`config.mk`:
```
export PLATFORM = sky130hd
export DESIGN_NAME = cdac_load_ctrl
export DESIGN_NICKNAME = d
export VERILOG_FILES = /design/src/rtl/cdac_load_ctrl.sv
export SDC_FILE = /design/constraint.sdc
export NUM_CORES = 1
export LEC_CHECK = 0
export CAP_MARGIN = 5
export CORE_MARGIN = 5
export CORE_UTILIZATION = 35
export DETAILED_ROUTE_END_ITERATION = 8
export DONT_BUFFER_PORTS = 1
export GPL_ROUTABILITY_DRIVEN = 0
export GPL_TIMING_DRIVEN = 0
export MAX_ROUTING_LAYER = met4
export PLACE_DENSITY = 0.56
export SLEW_MARGIN = 10
export SYNTH_ARGS = -nofsm -noshare
export SYNTH_HDL_FRONTEND = slang
export SYNTH_SLANG_ARGS = --single-unit
export TNS_END_PERCENT = 50
```
`constraint.sdc`:
```
create_clock -name CLK25 -period 4.2 [get_ports CLK25]
set_clock_uncertainty 0.05 [all_clocks]
set_input_delay 0.84 -clock CLK25 [delete_from_list [all_inputs] [get_ports CLK25]]
set_output_delay 0.84 -clock CLK25 [all_outputs]
set_load 0.01 [all_outputs]
```
`src/rtl/cdac_load_ctrl.sv`:
```
// Comparator threshold DAC loader: shifts a WIDTH-bit word MSB first on the DAC
// serial pins, restores DEF_VALUE after reset and yields the pins to JTAG on demand.
//   state | meaning
//   IDLE  | no frame on the pins; starts one when a word is pending and JTAG is idle
//   LO    | DACCLK low half period, current bit already on DACDAT
//   HI    | DACCLK high half period, DAC samples the bit on the rise
//   HOLD  | enable still low after the last bit, DACCLK low
//   GUARD | enable high for one half period before a new frame may start
module cdac_load_ctrl #(
  parameter int               WIDTH       = 12,
  parameter int               HALF_PER    = 2,
  parameter logic [WIDTH-1:0] DEF_VALUE   = 12'h800,
  parameter bit               LOAD_ON_RST = 1'b1
) (
  input  logic             CLK25,
  input  logic             RST,
  input  logic             LOAD_REQ,
  input  logic [WIDTH-1:0] DAC_WORD,
  input  logic             JTAG_ENA,
  input  logic             JTAG_CLK,
  input  logic             JTAG_DAT,
  output logic             DACCLK,
  output logic             DACDAT,
  output logic             DAC_ENB_B,
  output logic             BUSY,
  output logic             DONE,
  output logic             ABORT,
  output logic [WIDTH-1:0] CUR_VALUE
);

  localparam int PW = (HALF_PER > 1) ? $clog2(HALF_PER) : 1;
  localparam int BW = $clog2(WIDTH);
  localparam logic [PW-1:0] PH_TC  = PW'(HALF_PER - 1);
  localparam logic [BW-1:0] BIT_TC = BW'(WIDTH - 1);

  typedef enum logic [2:0] {IDLE, LO, HI, HOLD, GUARD} state_t;

  state_t           state;
  logic [PW-1:0]    ph_cnt;
  logic [BW-1:0]    bit_cnt;
  logic [WIDTH-2:0] shift_reg;
  logic [WIDTH-1:0] frame_word;
  logic [WIDTH-1:0] shadow;
  logic [WIDTH-1:0] cur_value;
  logic             pending;
  logic             clk_r;
  logic             dat_r;
  logic             enb_r;
  logic             done_r;
  logic             abort_r;
  logic             ph_tc;
  logic             frame_active;

  assign ph_tc        = (ph_cnt == '0);
  assign frame_active = (state == LO) || (state == HI) || (state == HOLD);

  always_ff @(posedge CLK25) begin
    if (RST) begin
      state      <= IDLE;
      ph_cnt     <= '0;
      bit_cnt    <= '0;
      shift_reg  <= '0;
      frame_word <= DEF_VALUE;
      shadow     <= DEF_VALUE;
      cur_value  <= DEF_VALUE;
      pending    <= LOAD_ON_RST;
      clk_r      <= 1'b0;
      dat_r      <= 1'b0;
      enb_r      <= 1'b1;
      done_r     <= 1'b0;
      abort_r    <= 1'b0;
    end else begin
      done_r  <= 1'b0;
      abort_r <= 1'b0;
      if (frame_active && JTAG_ENA) begin
        // JTAG took the pins: drop the frame and re-run it from the MSB later
        state   <= IDLE;
        abort_r <= 1'b1;
        pending <= 1'b1;
        clk_r   <= 1'b0;
        dat_r   <= 1'b0;
        enb_r   <= 1'b1;
      end else begin
        case (state)
          IDLE: begin
            if (pending && !JTAG_ENA) begin
              state      <= LO;
              ph_cnt     <= PH_TC;
              bit_cnt    <= BIT_TC;
              shift_reg  <= shadow[WIDTH-2:0];
              frame_word <= shadow;
              pending    <= 1'b0;
              enb_r      <= 1'b0;
              dat_r      <= shadow[WIDTH-1];
              clk_r      <= 1'b0;
            end
          end
          LO: begin
            if (ph_tc) begin
              state  <= HI;
              clk_r  <= 1'b1;
              ph_cnt <= PH_TC;
            end else begin
              ph_cnt <= ph_cnt - 1'b1;
            end
          end
          HI: begin
            if (ph_tc) begin
              clk_r  <= 1'b0;
              ph_cnt <= PH_TC;
              if (bit_cnt == '0) begin
                state <= HOLD;
              end else begin
                state     <= LO;
                bit_cnt   <= bit_cnt - 1'b1;
                dat_r     <= shift_reg[WIDTH-2];
                shift_reg <= {shift_reg[WIDTH-3:0], 1'b0};
              end
            end else begin
              ph_cnt <= ph_cnt - 1'b1;
            end
          end
          HOLD: begin
            if (ph_tc) begin
              state     <= GUARD;
              ph_cnt    <= PH_TC;
              enb_r     <= 1'b1;
              dat_r     <= 1'b0;
              done_r    <= 1'b1;
              cur_value <= frame_word;
            end else begin
              ph_cnt <= ph_cnt - 1'b1;
            end
          end
          GUARD: begin
            if (ph_tc) begin
              state <= IDLE;
            end else begin
              ph_cnt <= ph_cnt - 1'b1;
            end
          end
          default: state <= IDLE;
        endcase
      end
      // Placed last so a request always outlives the pending clear of a frame start
      if (LOAD_REQ) begin
        shadow  <= DAC_WORD;
        pending <= 1'b1;
      end
    end
  end

  assign DACCLK    = JTAG_ENA ? JTAG_CLK : clk_r;
  assign DACDAT    = JTAG_ENA ? JTAG_DAT : dat_r;
  assign DAC_ENB_B = JTAG_ENA ? 1'b0     : enb_r;
  assign BUSY      = pending | (state != IDLE);
  assign DONE      = done_r;
  assign ABORT     = abort_r;
  assign CUR_VALUE = cur_value;

endmodule

```
==> summary.md <==
| Metric | Value |
|---|---|
| Yosys warns | 0 |
| Critical path arrival | roughly 1.6 ns |
| Power Dens Cells | between 500 and 600 nW/um^2 |
| Sequential share of power | a little under half |
| Main combinational cell family by area after synthesis | simple AND/OR/NAND/NOR gates |
| Startpoint types | primary input |
| Worst hold endpoint | CUR_VALUE[8] |
| # rows | 30 |
| Mux cell area share after synthesis | 9.36% |
| Maxcap violations | 0 |
| Placed Cells | around 380 |
| Lkg Pwr | 0.00108 uW |
| Overall Global Routing Usage | around 14% |
| Detail Route Antenna Nets | 0 |
| EDFF count, synth | 0 |
| M3 GR Usage | 3.29% |
| Core area | around 6900 sq um |
| # Post-CTS Setup Buffers | 0 |
| Post-synthesis simple-gate area fraction | roughly a fifth |
| Clk_lat worst skew | between 0.3 and 0.4 ns |
| Slowest CP cell | mux2_2 |
| Crit Reg-Reg Endpoint | shift_reg[6] |
| Leading area contributor after synthesis | dfxtp_1 |
| Initial Utilization | a little over a third |
| Finish-stage setup viols | 0 |
| Drt wl/cell | approximately 15 um |
| Setup_tns | 0 ns |
| Clk pwr share | between 30% and 40% |
| DP Worst Slack | 1.69 ns |
| Vias in the first global route | ~1800 |
| Worst Setup End Kind | output port |
| Min Hold Slack | 0.409 ns |
| Switching Share | roughly 28% |
| Worst min path class | register to register |
| FF+latch count, synth | just over 60 |
| WP data required | around 3.3 ns |
| Starting DRT DRC Count | 79 |
| Slowest cell delay on critical path | approximately 0.42 ns |
| Max Fanout on Critical Path | 10 |
| Syn_area_per_cell | a little under 9 sq um |
| Mapped Area | ~2500 sq um |
| Initial antenna violation count | 0 |
| Worst r2r src | bit_cnt[0] |
| Flop-to-flop setup slack | 2.19 ns |
| Post-Synth Adder-Cell Area | less than 1% |
| Top_reg_cell synth | dfxtp_1 |
| Gr busiest metal | met2 |
| Routed wire length | around 5700 um |
| Delay-heaviest family, CP | multiplexers |
| Deepest clock path buffer count | 2 |
| Worst path bufs/invs | 1 |
| Final worst slack | approximately 1.7 ns |
| RSZ-0062 raised after global routing | false |
| Die area | around 9000 sq um |
| Sequential element share of the synthesized area | roughly half |
| Final HPWL DP | ~4200 um |
| TritonRoute pass-1 iters | 4 |
| Top cells by area, synth | dfxtp_1 (49%), mux2i_1 (8.5%), nand2_1 (8.3%), a21oi_1 (6.4%), o2bb2ai_1 (3.5%) |
| Synth top area share | 49.1% |
| Status | finished, final reports clean |
| CTS tree | yes |
| Post-Synth XOR/XNOR Area | less than 1% |
| Fin cells | just under 400 |
| Die X | about 94 um |
| Synth Area in Compound Gates | around 16% |
| P&R area growth vs syn | 12.9% |
| Yosys cell types | 45 |
| First-pass GRT wire length | 9320 um |
| I/O Pins | 36 |
| Final Hold Viols | 0 |
| Met2 Use GR | between 10% and 20% |
| Max Clock Freq | 399 MHz |
| Residual DRC count | 0 |
| Pin count of the biggest net entering global routing | 11 |
| Period utilization | 59.6% |
| Port Buffers | 0 |
| Worst hold path depth | 2 |
| # diodes | 0 |
| Worst path cell trace | clkbuf_1, mux2_2 |
| Internal Power | a little over 1000 uW |
| Relative slew slack | a little under three fifths |
| Drt via density | between 5 and 6 |
| Hold buffers post-CTS | 0 |
| Sw power | approximately 390 uW |
| Fill count | a little over 700 |
| Clk slew on worst S/H paths | about 0.07 ns |
| H-tree lvl count | 3 |
| Worst vdd ir | ~0.00017 V |
| CTS Buf Count | 9 |
| Vias | around 2000 |
| Post-synthesis async set-or-reset flop share | 0% |
| Met1 Use GR | a little under a fifth |
| Syn Inst Count | ~280 |
| Net count, final | between 300 and 400 |
| Worst Max-Slew Pin Slew | 0.652 ns |
| Minimum clock period | 2.50 ns |
| Grt ovf | 0 |
| Syn nets | between 300 and 400 |
| Core Util, Final | between 40% and 50% |
| Setup CP Type | primary input to output port |
| CTS root buffer | clkbuf_8 |
| Hold_sp | frame_word[8] |
| Resize count post-CTS | 0 |
| Max-slew violation count | 0 |
| CTS Sinks | 61 |
| Layout cells sized above 1 | 9.06% |
| Worst reg2reg path depth | 7 |
| Comb pwr share | 16.7% |
| Die H | 94.3 um |
==> cells in the mapped netlist, types with 4 or more instances <==
master	number
nor2_1	21
nor3_1	5
o21ai_0	9
clkbuf_1	11
inv_1	5
o2bb2ai_1	10
buf_2	4
a21oi_1	32
nand2_1	55
dfxtp_1	61
mux2i_1	21
==> placed cells by master (no fill, tap or decap), drive strengths merged, types with 2 or more instances in the layout <==
| master | synthesis | routed |
|---|---|---|
| dfxtp | 61 | 61 |
| nand2 | 55 | 55 |
| a21oi | 32 | 32 |
| clkbuf | 12 | 24 |
| nor2 | 21 | 21 |
| mux2i | 21 | 21 |
| o2bb2ai | 10 | 10 |
| o21ai | 9 | 9 |
| buf | 8 | 8 |
| inv | 5 | 5 |
| nor3 | 5 | 5 |
| nor2b | 3 | 3 |
| and3 | 3 | 3 |
| nand3 | 3 | 3 |
| nand3b | 3 | 3 |
| mux2 | 2 | 2 |
| nor3b | 2 | 2 |
| o22ai | 2 | 2 |
| nor4 | 2 | 2 |
| o211ai | 2 | 2 |
| clkinvlp | 0 | 2 |
| or3 | 2 | 2 |
| or3b | 2 | 2 |
| a22oi | 2 | 2 |
==> kinds of logic (layout without fill, tap and decap cells) <==
family,Yosys count,in the layout
AOI/OAI and AO/OA,63,63
xor gates and xnor gates,2,2
adders and majority gates,1,1
buffers and inverters,25,40
DFF,61,61
muxes,23,23
and+or+nand+nor,108,108
==> layout make-up <==
| type | instances | area [sq um] | area share (%) |
|---|---|---|---|
| Tap cell | 96 | 120 | 4.28 |
| Multi-Input combinational cell | 197 | 1160 | 41.3 |
| Buffer | 20 | 88.8 | 3.16 |
| Clock inverter | 3 | 45.0 | 1.60 |
| Inverter | 5 | 18.8 | 0.668 |
| Clock buffer | 12 | 155 | 5.53 |
| Sequential cell | 61 | 1220 | 43.5 |
==> through the flow <==
| step | area (sq um) | total power [uW] |
|---|---|---|
| 4_1_cts | 2810 | 1420 |
| 3_3_place_gp | 2610 | 898 |
| 6_report | 2810 | 1410 |
| 3_5_place_dp | 2610 | 900 |
| 5_1_grt | 2810 | 1480 |
| 2_1_floorplan | 2490 | 845 |
==> worst register-to-register path: stages, from the launching register on <==
cell       delay [ns]
dfxtp_1          0.33
inv_1            0.06
ha_1             0.19
or3b_2           0.49
a22oi_2          0.26
or3_1            0.19
buf_2            0.23
o2bb2ai_1        0.09
==> how the worst max path moves through the flow <==
| stage | start | endpoint | slack, ns | cells after the start |
|---|---|---|---|---|
| after floorplan | JTAG_ENA | DACCLK | 1.83 | 2 |
| after global placement | JTAG_ENA | DACCLK | 1.69 | 2 |
| after detailed placement | JTAG_ENA | DACCLK | 1.69 | 2 |
| after CTS | JTAG_ENA | DACCLK | 1.69 | 2 |
| after global routing | JTAG_ENA | DACCLK | 1.64 | 2 |
| final | JTAG_ENA | DACCLK | 1.70 | 2 |
==> routing by layer <==
layer  wire (um)  vias up  part of all wire, %
met1        2830      923                   49
met3         272       10                  4.8
met4         118        0                  2.1
met2        2500       56                   44
met5           0        -                    0
li1            -     1005                    -
==> power by group through the flow <==
stage	Clock, uW	Sequential (uW)	Combinational [uW]
2_1_floorplan	0	655	190
3_3_place_gp	0	665	234
3_5_place_dp	0	666	234
4_1_cts	537	653	235
5_1_grt	561	659	265
6_report	521	654	235
Note: power is estimated with default switching activity, not from simulation.
